File: src/rtl/vm_pkg.sv
// Shared types and helpers for the parametrised vending controller.
package vm_pkg;

    typedef enum logic [1:0] {
        IDLE    = 2'd0,
        COLLECT = 2'd1,
        VEND    = 2'd2,
        CHANGE  = 2'd3
    } state_t;

    // Coin acceptor codes
    localparam logic [1:0] COIN_NONE = 2'b00;
    localparam logic [1:0] COIN_1    = 2'b01;
    localparam logic [1:0] COIN_2    = 2'b10;
    localparam logic [1:0] COIN_10   = 2'b11;

    // Change actuator codes
    localparam logic [1:0] BACK_NONE = 2'b00;
    localparam logic [1:0] BACK_1    = 2'b01;
    localparam logic [1:0] BACK_2    = 2'b10;

    // Value of a coin code in 0.5-yuan units
    function automatic logic [3:0] coin_value(input logic [1:0] code);
        logic [3:0] v;
        case (code)
            COIN_1:  v = 4'd1;
            COIN_2:  v = 4'd2;
            COIN_10: v = 4'd10;
            default: v = 4'd0;
        endcase
        return v;
    endfunction

endpackage

File: src/rtl/vm_stock_bank.sv
// Per-product stock counters with restock, single-item decrement and
// sold-out flags.
module vm_stock_bank
    import vm_pkg::*;
#(
    parameter int N_ITEMS    = 4,
    parameter int SEL_W      = 3,
    parameter int STOCK_W    = 4,
    parameter int INIT_STOCK = 15
) (
    input  logic               clk,
    input  logic               rst,
    input  logic               restock,
    input  logic               dec_en,
    input  logic [SEL_W-1:0]   dec_item,
    output logic [N_ITEMS-1:0] sold_out
);

    localparam logic [STOCK_W-1:0] INIT_Q = STOCK_W'(INIT_STOCK);

    logic [STOCK_W-1:0] stock [N_ITEMS];

    // Restock wins over a simultaneous decrement; counters never go below zero
    always_ff @(posedge clk or posedge rst) begin
        if (rst) begin
            for (int k = 0; k < N_ITEMS; k++) stock[k] <= INIT_Q;
        end else begin
            for (int k = 0; k < N_ITEMS; k++) begin
                if (restock)
                    stock[k] <= INIT_Q;
                else if (dec_en && dec_item == SEL_W'(k + 1) && stock[k] != '0)
                    stock[k] <= stock[k] - 1'b1;
            end
        end
    end

    // An item is sold out when its counter is empty
    always_comb begin
        sold_out = '0;
        for (int k = 0; k < N_ITEMS; k++) sold_out[k] = (stock[k] == '0);
    end

endmodule

File: src/rtl/vending_machine_param.sv
// Multi-product vending controller: product selection, coin collection,
// vend, cancel/timeout refund and coin-by-coin change, largest coin first.
module vending_machine_param
    import vm_pkg::*;
#(
    parameter int                          N_ITEMS    = 4,
    parameter int                          SEL_W      = 3,
    parameter int                          PRICE_W    = 8,
    parameter logic [N_ITEMS*PRICE_W-1:0]  PRICES     = {8'd4, 8'd3, 8'd2, 8'd1},
    parameter int                          STOCK_W    = 4,
    parameter int                          INIT_STOCK = 15,
    parameter int                          TIMEOUT    = 64
) (
    input  logic               clk,
    input  logic               rst,
    input  logic [SEL_W-1:0]   select,
    input  logic [1:0]         coin,
    input  logic               cancel,
    input  logic               restock,
    output logic [SEL_W-1:0]   drink,
    output logic [1:0]         back,
    output logic               busy,
    output logic               err,
    output logic [PRICE_W:0]   credit,
    output logic [N_ITEMS-1:0] sold_out
);

    localparam int CW    = PRICE_W + 1;
    localparam int TMR_W = $clog2(TIMEOUT) + 1;

    state_t             state_q, state_d;
    logic [CW-1:0]      credit_q, credit_d;
    logic [SEL_W-1:0]   item_q, item_d;
    logic [TMR_W-1:0]   timer_q, timer_d;
    logic [SEL_W-1:0]   drink_d;
    logic [1:0]         back_d;
    logic               busy_d, err_d;

    logic [CW-1:0]      coin_units;
    logic [CW-1:0]      credit_plus;
    logic [CW-1:0]      disp;
    logic [CW-1:0]      price_cur;
    logic               sel_ok;

    // Change coin for a given remaining credit, largest coin first
    function automatic logic [1:0] back_code(input logic [CW-1:0] c);
        logic [1:0] b;
        if (c >= CW'(2))      b = BACK_2;
        else if (c != '0)     b = BACK_1;
        else                  b = BACK_NONE;
        return b;
    endfunction

    vm_stock_bank #(
        .N_ITEMS    (N_ITEMS),
        .SEL_W      (SEL_W),
        .STOCK_W    (STOCK_W),
        .INIT_STOCK (INIT_STOCK)
    ) u_stock (
        .clk      (clk),
        .rst      (rst),
        .restock  (restock),
        .dec_en   (state_q == VEND),
        .dec_item (item_q),
        .sold_out (sold_out)
    );

    // Selection check, latched item price and per-cycle money arithmetic
    always_comb begin
        sel_ok    = 1'b0;
        price_cur = '0;
        for (int k = 0; k < N_ITEMS; k++) begin
            if (select == SEL_W'(k + 1)) sel_ok = !sold_out[k];
            if (item_q == SEL_W'(k + 1)) price_cur = CW'(PRICES[k*PRICE_W +: PRICE_W]);
        end
        coin_units  = CW'(coin_value(coin));
        credit_plus = credit_q + coin_units;
        if (credit_q >= CW'(2))  disp = CW'(2);
        else if (credit_q != '0) disp = CW'(1);
        else                     disp = '0;
    end

    // Next-state, credit/timer update and next registered outputs
    always_comb begin
        state_d  = state_q;
        credit_d = credit_q;
        item_d   = item_q;
        timer_d  = timer_q;
        err_d    = 1'b0;
        case (state_q)
            IDLE: begin
                if (coin != COIN_NONE) begin
                    // A coin without a selection is simply handed back
                    credit_d = coin_units;
                    state_d  = CHANGE;
                end else if (select != '0) begin
                    if (sel_ok) begin
                        state_d  = COLLECT;
                        item_d   = select;
                        credit_d = '0;
                        timer_d  = '0;
                    end else begin
                        err_d = 1'b1;
                    end
                end
            end
            COLLECT: begin
                if (cancel) begin
                    credit_d = credit_plus;
                    state_d  = (credit_plus != '0) ? CHANGE : IDLE;
                end else if (credit_plus >= price_cur) begin
                    credit_d = credit_plus - price_cur;
                    state_d  = VEND;
                end else if (coin == COIN_NONE && timer_q == TMR_W'(TIMEOUT - 1)) begin
                    state_d  = (credit_q != '0) ? CHANGE : IDLE;
                end else begin
                    credit_d = credit_plus;
                    timer_d  = (coin != COIN_NONE) ? '0 : timer_q + 1'b1;
                end
            end
            VEND: begin
                credit_d = credit_plus;
                state_d  = (credit_plus != '0) ? CHANGE : IDLE;
            end
            CHANGE: begin
                credit_d = credit_q - disp + coin_units;
                state_d  = (credit_d != '0) ? CHANGE : IDLE;
            end
            default: state_d = IDLE;
        endcase
        drink_d = (state_d == VEND) ? item_d : '0;
        back_d  = (state_d == CHANGE) ? back_code(credit_d) : BACK_NONE;
        busy_d  = (state_d != IDLE);
    end

    // State, datapath and registered outputs
    always_ff @(posedge clk or posedge rst) begin
        if (rst) begin
            state_q  <= IDLE;
            credit_q <= '0;
            item_q   <= '0;
            timer_q  <= '0;
            drink    <= '0;
            back     <= BACK_NONE;
            busy     <= 1'b0;
            err      <= 1'b0;
        end else begin
            state_q  <= state_d;
            credit_q <= credit_d;
            item_q   <= item_d;
            timer_q  <= timer_d;
            drink    <= drink_d;
            back     <= back_d;
            busy     <= busy_d;
            err      <= err_d;
        end
    end

    assign credit = credit_q;

endmodule

File: config.mk
export PLATFORM = sky130hd
export DESIGN_NAME = vending_machine_param
export DESIGN_NICKNAME = d
export VERILOG_FILES = /design/src/rtl/vm_pkg.sv /design/src/rtl/vm_stock_bank.sv /design/src/rtl/vending_machine_param.sv
export SDC_FILE = /design/constraint.sdc
export NUM_CORES = 1
export LEC_CHECK = 0
export ABC_AREA = 1
export BUFFER_PORTS_ARGS = -buffer_cell sky130_fd_sc_hd__buf_4
export CORE_UTILIZATION = 62
export CTS_CLUSTER_SIZE = 25
export DETAILED_ROUTE_END_ITERATION = 6
export PLACE_DENSITY = 0.91
export REMOVE_ABC_BUFFERS = 1
export SYNTH_ARGS = -nofsm -noshare
export SYNTH_HDL_FRONTEND = slang
export SYNTH_SLANG_ARGS = --single-unit
File: constraint.sdc
create_clock -name clk -period 4.7 [get_ports clk]
set_input_delay 0.705 -clock clk [delete_from_list [all_inputs] [get_ports clk]]
set_output_delay 0.705 -clock clk [all_outputs]
set_load 0.005 [all_outputs]
## Word level (Yosys, flattened, before mapping)

Cells that the tools add are included.

- Register bits after elaboration: 44
- Input port bits: 9
- Output and inout bits: 20
- Word-level logic and storage cells: 139

- $add $sub $neg: 9
- $lt $le $gt $ge: 3
- Eq/ne operators: 23
- Muxes and demuxes: 56
- Reduce and logical (&&, ||, !) cells: 36

Operator list:

| cell | count |
|---|---|
| 9-bit 2-to-1 mux | 9 |
| 7-bit 2-to-1 mux | 7 |
| 9-bit one-hot mux with 4 select lines | 1 |
| 9-bit nonzero test | 4 |
| 4-bit 2-to-1 mux | 8 |
| 2-bit 2-to-1 mux | 12 |
| 9-bit by 4-bit adder with 9-bit output | 2 |
| 9-bit by 2-bit >= comparator with 1-bit output (second input constant) | 2 |
| 9-bit subtractor | 2 |
| 4-bit logical NOT | 4 |
| 4-bit nonzero test | 4 |
| 4-bit by 1-bit subtractor with 4-bit output (second input constant) | 4 |
| 3-bit 2-to-1 mux | 5 |
| 7-bit one-hot mux with 2 select lines | 1 |
| 2-bit nonzero test | 7 |
| 2-bit equality test (second input constant) | 6 |
| 3-bit by 2-bit equality test with 1-bit output (second input constant) | 4 |
| 2-bit inequality test (second input constant) | 6 |
| 4-bit one-hot mux with 3 select lines | 1 |
| 1-bit 2-to-1 mux | 11 |
| 9-bit >= comparator | 1 |
| 1-bit logical AND | 9 |
| 2-bit one-hot mux with 4 select lines | 1 |
| 7-bit by 1-bit adder with 7-bit output (second input constant) | 1 |
| other kinds (8) | 15 |

## Longest topological paths before layout

- Depth after elaboration: 14
- Depth in mapped cells: 23

## Cells and area by module

From an unflattened synthesis, not the netlist that was laid out.

- Cells, all modules: 636
- Area total of the unflattened synthesis: 4285.4 µm²

Modules (own cells, without submodules):

| module | instances | cells each | area each (µm²) |
|---|---|---|---|
| vending_machine_param | 1 | 484 | 3195.6 |
| vm_stock_bank | 1 | 152 | 1089.8 |

## Least setup slack after synthesis

OpenSTA, ideal clock, no wires.

- Path kind: flip-flop to flip-flop
- From: reg credit_q[6], in the netlist credit[6]
- To: reg drink[0]
- Library setup time: 125 ps
- Arrival time: 3486 ps
- Required time: 4575 ps
- Path slack: 1088 ps
- Cell stages (with the launch flop): 23
- Cell sequence: dfrtp_1 inv_1 ha_1 nand2_1 nor4_1 o21ai_0 nand4_1 a21oi_1 ha_1 inv_1 ha_1 fa_1 nand3_1 nand3_1 xor2_1 nand3_1 nand3b_1 o21ai_1 nand2_2 nor2_2 nor2_2 nand2_2 nor2_1

- Cells in the longest elaborated chain, start to end: 10
- Elaborated cells between the ends (all ways): 19
- Classes of those cells: add/sub: 3; order compare: 2; eq/ne: 1; mux: 10; reduce/logical: 3

Ends and longest elaborated chain:

| item | line | source |
|---|---|---|
| start, declared | vending_machine_param.sv:32 | `logic [CW-1:0] credit_q, credit_d;` |
| start signal, assigned | vending_machine_param.sv:149 | `credit_q <= credit_d;` |
| branches (longest 7 deep; another with 9-bit by 2-bit >= comparator with 1-bit output) | - |  |
| 2-bit one-hot mux with 4 select lines * | vending_machine_param.sv:90 | `case (state_q)` |
| net state_d[1] | vending_machine_param.sv:31 | `state_t state_q, state_d;` |
| 2-bit equality test * | vending_machine_param.sv:131 | `drink_d = (state_d == VEND) ? item_d : '0;` |
| 3-bit 2-to-1 mux * | vending_machine_param.sv:131 |  |
| net drink_d[0] | vending_machine_param.sv:35 | `logic [SEL_W-1:0] drink_d;` |
| end signal, assigned | vending_machine_param.sv:152 | `drink <= drink_d;` |
| end, declared | vending_machine_param.sv:20 | `output logic [SEL_W-1:0] drink,` |

Mark *: on every way through the listed nets, which the timed path passes.
A chain may end at the register's enable or synchronous reset.

## Final worst setup path

Same ends and word-level chain as after synthesis.

==> impl_metrics.json <==
{
  "status": "finished clean",
  "die_area_um2": 6650,
  "slew_headroom_pct": 55.1,
  "htreeDepth": 2,
  "critPathMaxStageDelay_ns": 0.51,
  "fin_crit_sh_pct": 92.2,
  "cp_cell_sequence": "inv_1, ha_1, nand2_1, nor4_4, o21ai_0, nand4_1, a21oi_1, ha_1, inv_1, ha_1, fa_1, nand3_1, nand3_1, xor2_1, nand3_1, nand3b_1, o21ai_1, nand2_2, nor2_2, nor2_2, nand2_2, nor2_1",
  "clockBufferDepth": 2,
  "die_h_um": 81.5,
  "grt_max_degree": 45,
  "num_rows": 28,
  "hold_buffers": 0,
  "whs_ns": 0.491,
  "worstMarginPinSlew_ns": 0.667,
  "yosys_warnings": 0,
  "syn_area_per_cell_um2": 7.03,
  "antenna_found_initial": 0,
  "num-nets-final": 630,
  "ys_ff_latch": 44,
  "synth_cell_types": 40,
  "fin_cells": 664,
  "crit_buf_inv": 2,
  "hold_path_class": "reg -> reg",
  "regArea_um2": 1120,
  "insertion_delay_ns": 0.30,
  "place_congestion": 1.00,
  "path_delay_family": "simple AND/OR/NAND/NOR gates",
  "tritoncts.num_buffers": 5,
  "synth_flop_cell": "dfrtp_1",
  "nFillCells": 503,
  "root_buffer": "clkbuf_8",
  "routed_wl_um": 10200,
  "dr.pass1.iters": 6,
  "diodes": 0,
  "syn_area_um2": 3920,
  "post-dp-hpwl_um": 7960,
  "timing.fmax_mhz": 231,
  "start_util_pct": 65.1,
  "maxSlewViolCount": 0,
  "wire_per_inst_um": 15.4,
  "synth_edf_count": 0,
  "layout_common_cells": "inv_1 (99), nand2_1 (97), nand3_1 (59)",
  "skew_ns": 0.00976,
  "ant_nets": 0,
  "syn_inst": 558,
  "powerDensity_nw_per_um2": 681,
  "p_leak_nw": 2.19,
  "portBuffers": 28,
  "worstPathRequired_ns": 4.88,
  "clkTransAtPathRegs_ns": 0.09,
  "grt_pass1_vias": 3603,
  "multi_input_area_um2": 2400,
  "cts_tree": "yes",
  "end_kind": "register",
  "cts_sinks": 44,
  "grt_pass1_wl_um": 16600,
  "die_w_um": 81.5,
  "min_period_ns": 4.33,
  "cap_violations": 0,
  "cp-start-kind": "register",
  "critical_path.max_fanout": 9,
  "final_common_cell": "inv_1",
  "grt_overflow": 0,
  "max-vdd-ir-drop_mv": 0.430,
  "cp_slowest_cell": "dfrtp_1",
  "drive_gt1_share_pct": 14.4,
  "drc_errors": 0,
  "hold_violations": 0,
  "async_reset_ff_share_pct": 100,
  "area_growth_syn_to_layout_pct": 9.67,
  "io_pins": 29,
  "drt-initial-drc-count": 413,
  "critPathKind": "reg -> reg",
  "setup_viol_count_final": 0,
  "setup_tns_ns": 0,
  "rsz0062_at_grt": "false",
  "arrival_ns": 4.51,
  "grt_usage_pct": 32.6,
  "dr_total_vias": 3943,
  "post-place-cells": 656,
  "via_per_inst": 5.94,
  "yosysSeqAreaShare_pct": 28.6,
  "core_area_um2": 6030
}
## cell families (layout without fill, tap and decap cells)
group | Yosys count | after routing | synth area share [%]
buffers and inverters | 107 | 138 | 10.5
AO/OA/AOI/OAI | 89 | 89 | 12.3
flip-flops | 44 | 44 | 28.6
AND/OR/NAND/NOR | 273 | 273 | 34.6
XOR/XNOR | 12 | 12 | 2.68
adder cells (fa/ha/maj) | 33 | 33 | 11.3
## metal layers
layer / global-route usage (%) / part of all wire (%) / wire [um]
met5: 0 / 0 / 0
met4: 9.11 / 2.5 / 256
met3: 5.44 / 7.8 / 795
met2: 53.0 / 46 / 4740
met1: 44.5 / 43 / 4440
## registers in the layout, indices dropped and copies added, names as in the netlist
name           flops
u_stock.stock     16
credit             9
timer_q            7
drink              3
item_q             3
back               2
state_q            2
busy               1
err                1
## final timing paths
check	from	endpoint	slack, ns	cells past startpoint
min in group asynchronous	rst	credit[3]	0.56	3
hold / removal	timer_q[5]	timer_q[6]	0.49	1
setup / recovery	credit[6]	drink[0]	0.37	22
max in group asynchronous	rst	u_stock.stock[15]	3.76	3
setup reg to reg	credit[6]	drink[0]	0.37	22
hold reg to reg	timer_q[5]	timer_q[6]	0.49	1
## synth_stat cells (2+ instances only)
cell / instances / area (um2)
nand2_2: 5 / 31.3
o22ai_1: 7 / 43.8
fa_1: 4 / 80.1
nor4_1: 3 / 18.8
nor2_1: 56 / 210
nor3_2: 2 / 20.0
xor2_1: 8 / 70.1
buf_2: 2 / 10.0
ha_1: 29 / 363
o21bai_1: 3 / 22.5
nand3_4: 3 / 52.6
nand4_1: 12 / 75.1
a21oi_1: 27 / 135
nand3b_1: 5 / 37.5
dfrtp_1: 28 / 701
o21ai_1: 5 / 25.0
nor3_1: 10 / 50.1
dfstp_2: 16 / 420
clkbuf_1: 2 / 7.51
xnor2_1: 4 / 35.0
o21ai_0: 41 / 205
nand3_2: 6 / 60.1
nor2_2: 6 / 37.5
nor2_4: 3 / 33.8
nand3_1: 59 / 295
inv_1: 99 / 372
nand2_1: 97 / 364
nand2_4: 4 / 45.0
## worst register-to-register path: cells and delay by family, from the launching register on
family	cells	cell delay, ns
xor+xnor	1	0.25
fa+ha+maj	4	1.14
flops	1	0.51
buf+inv	2	0.26
simple gates	12	1.56
compound gates	3	0.50
## report_power, final
part	switching, W	internal, W
combinational	0.00134	0.000736
clock	0.000131	0.000106
sequential	0.000138	0.000478
## repair_timing
item,CTS,global route
resized for setup,0,2
setup endpoints to repair,0,8
setup buffers,0,0
## area by class of cell
cell class	count	area share [%]
Timing Repair Buffer	29	5.06
Clock inverter	1	0.204
Sequential cell	44	26.1
Multi-Input combinational cell	407	55.9
Tap cell	75	2.18
Inverter	101	8.84
Clock buffer	7	1.77
## metrics by stage
stage	util (%)	area (um2)	total power [W]	worst slack [ns]
after floorplan	-	3890	0.00208	1.09
after global placement	69.7	4200	0.00258	0.274
after detailed placement	69.7	4200	0.00261	0.201
after CTS	71.1	4290	0.00286	0.167
after global routing	71.4	4300	0.00318	0.0580
final	71.4	4300	0.00293	0.366
(Power assumes the default switching activity.)
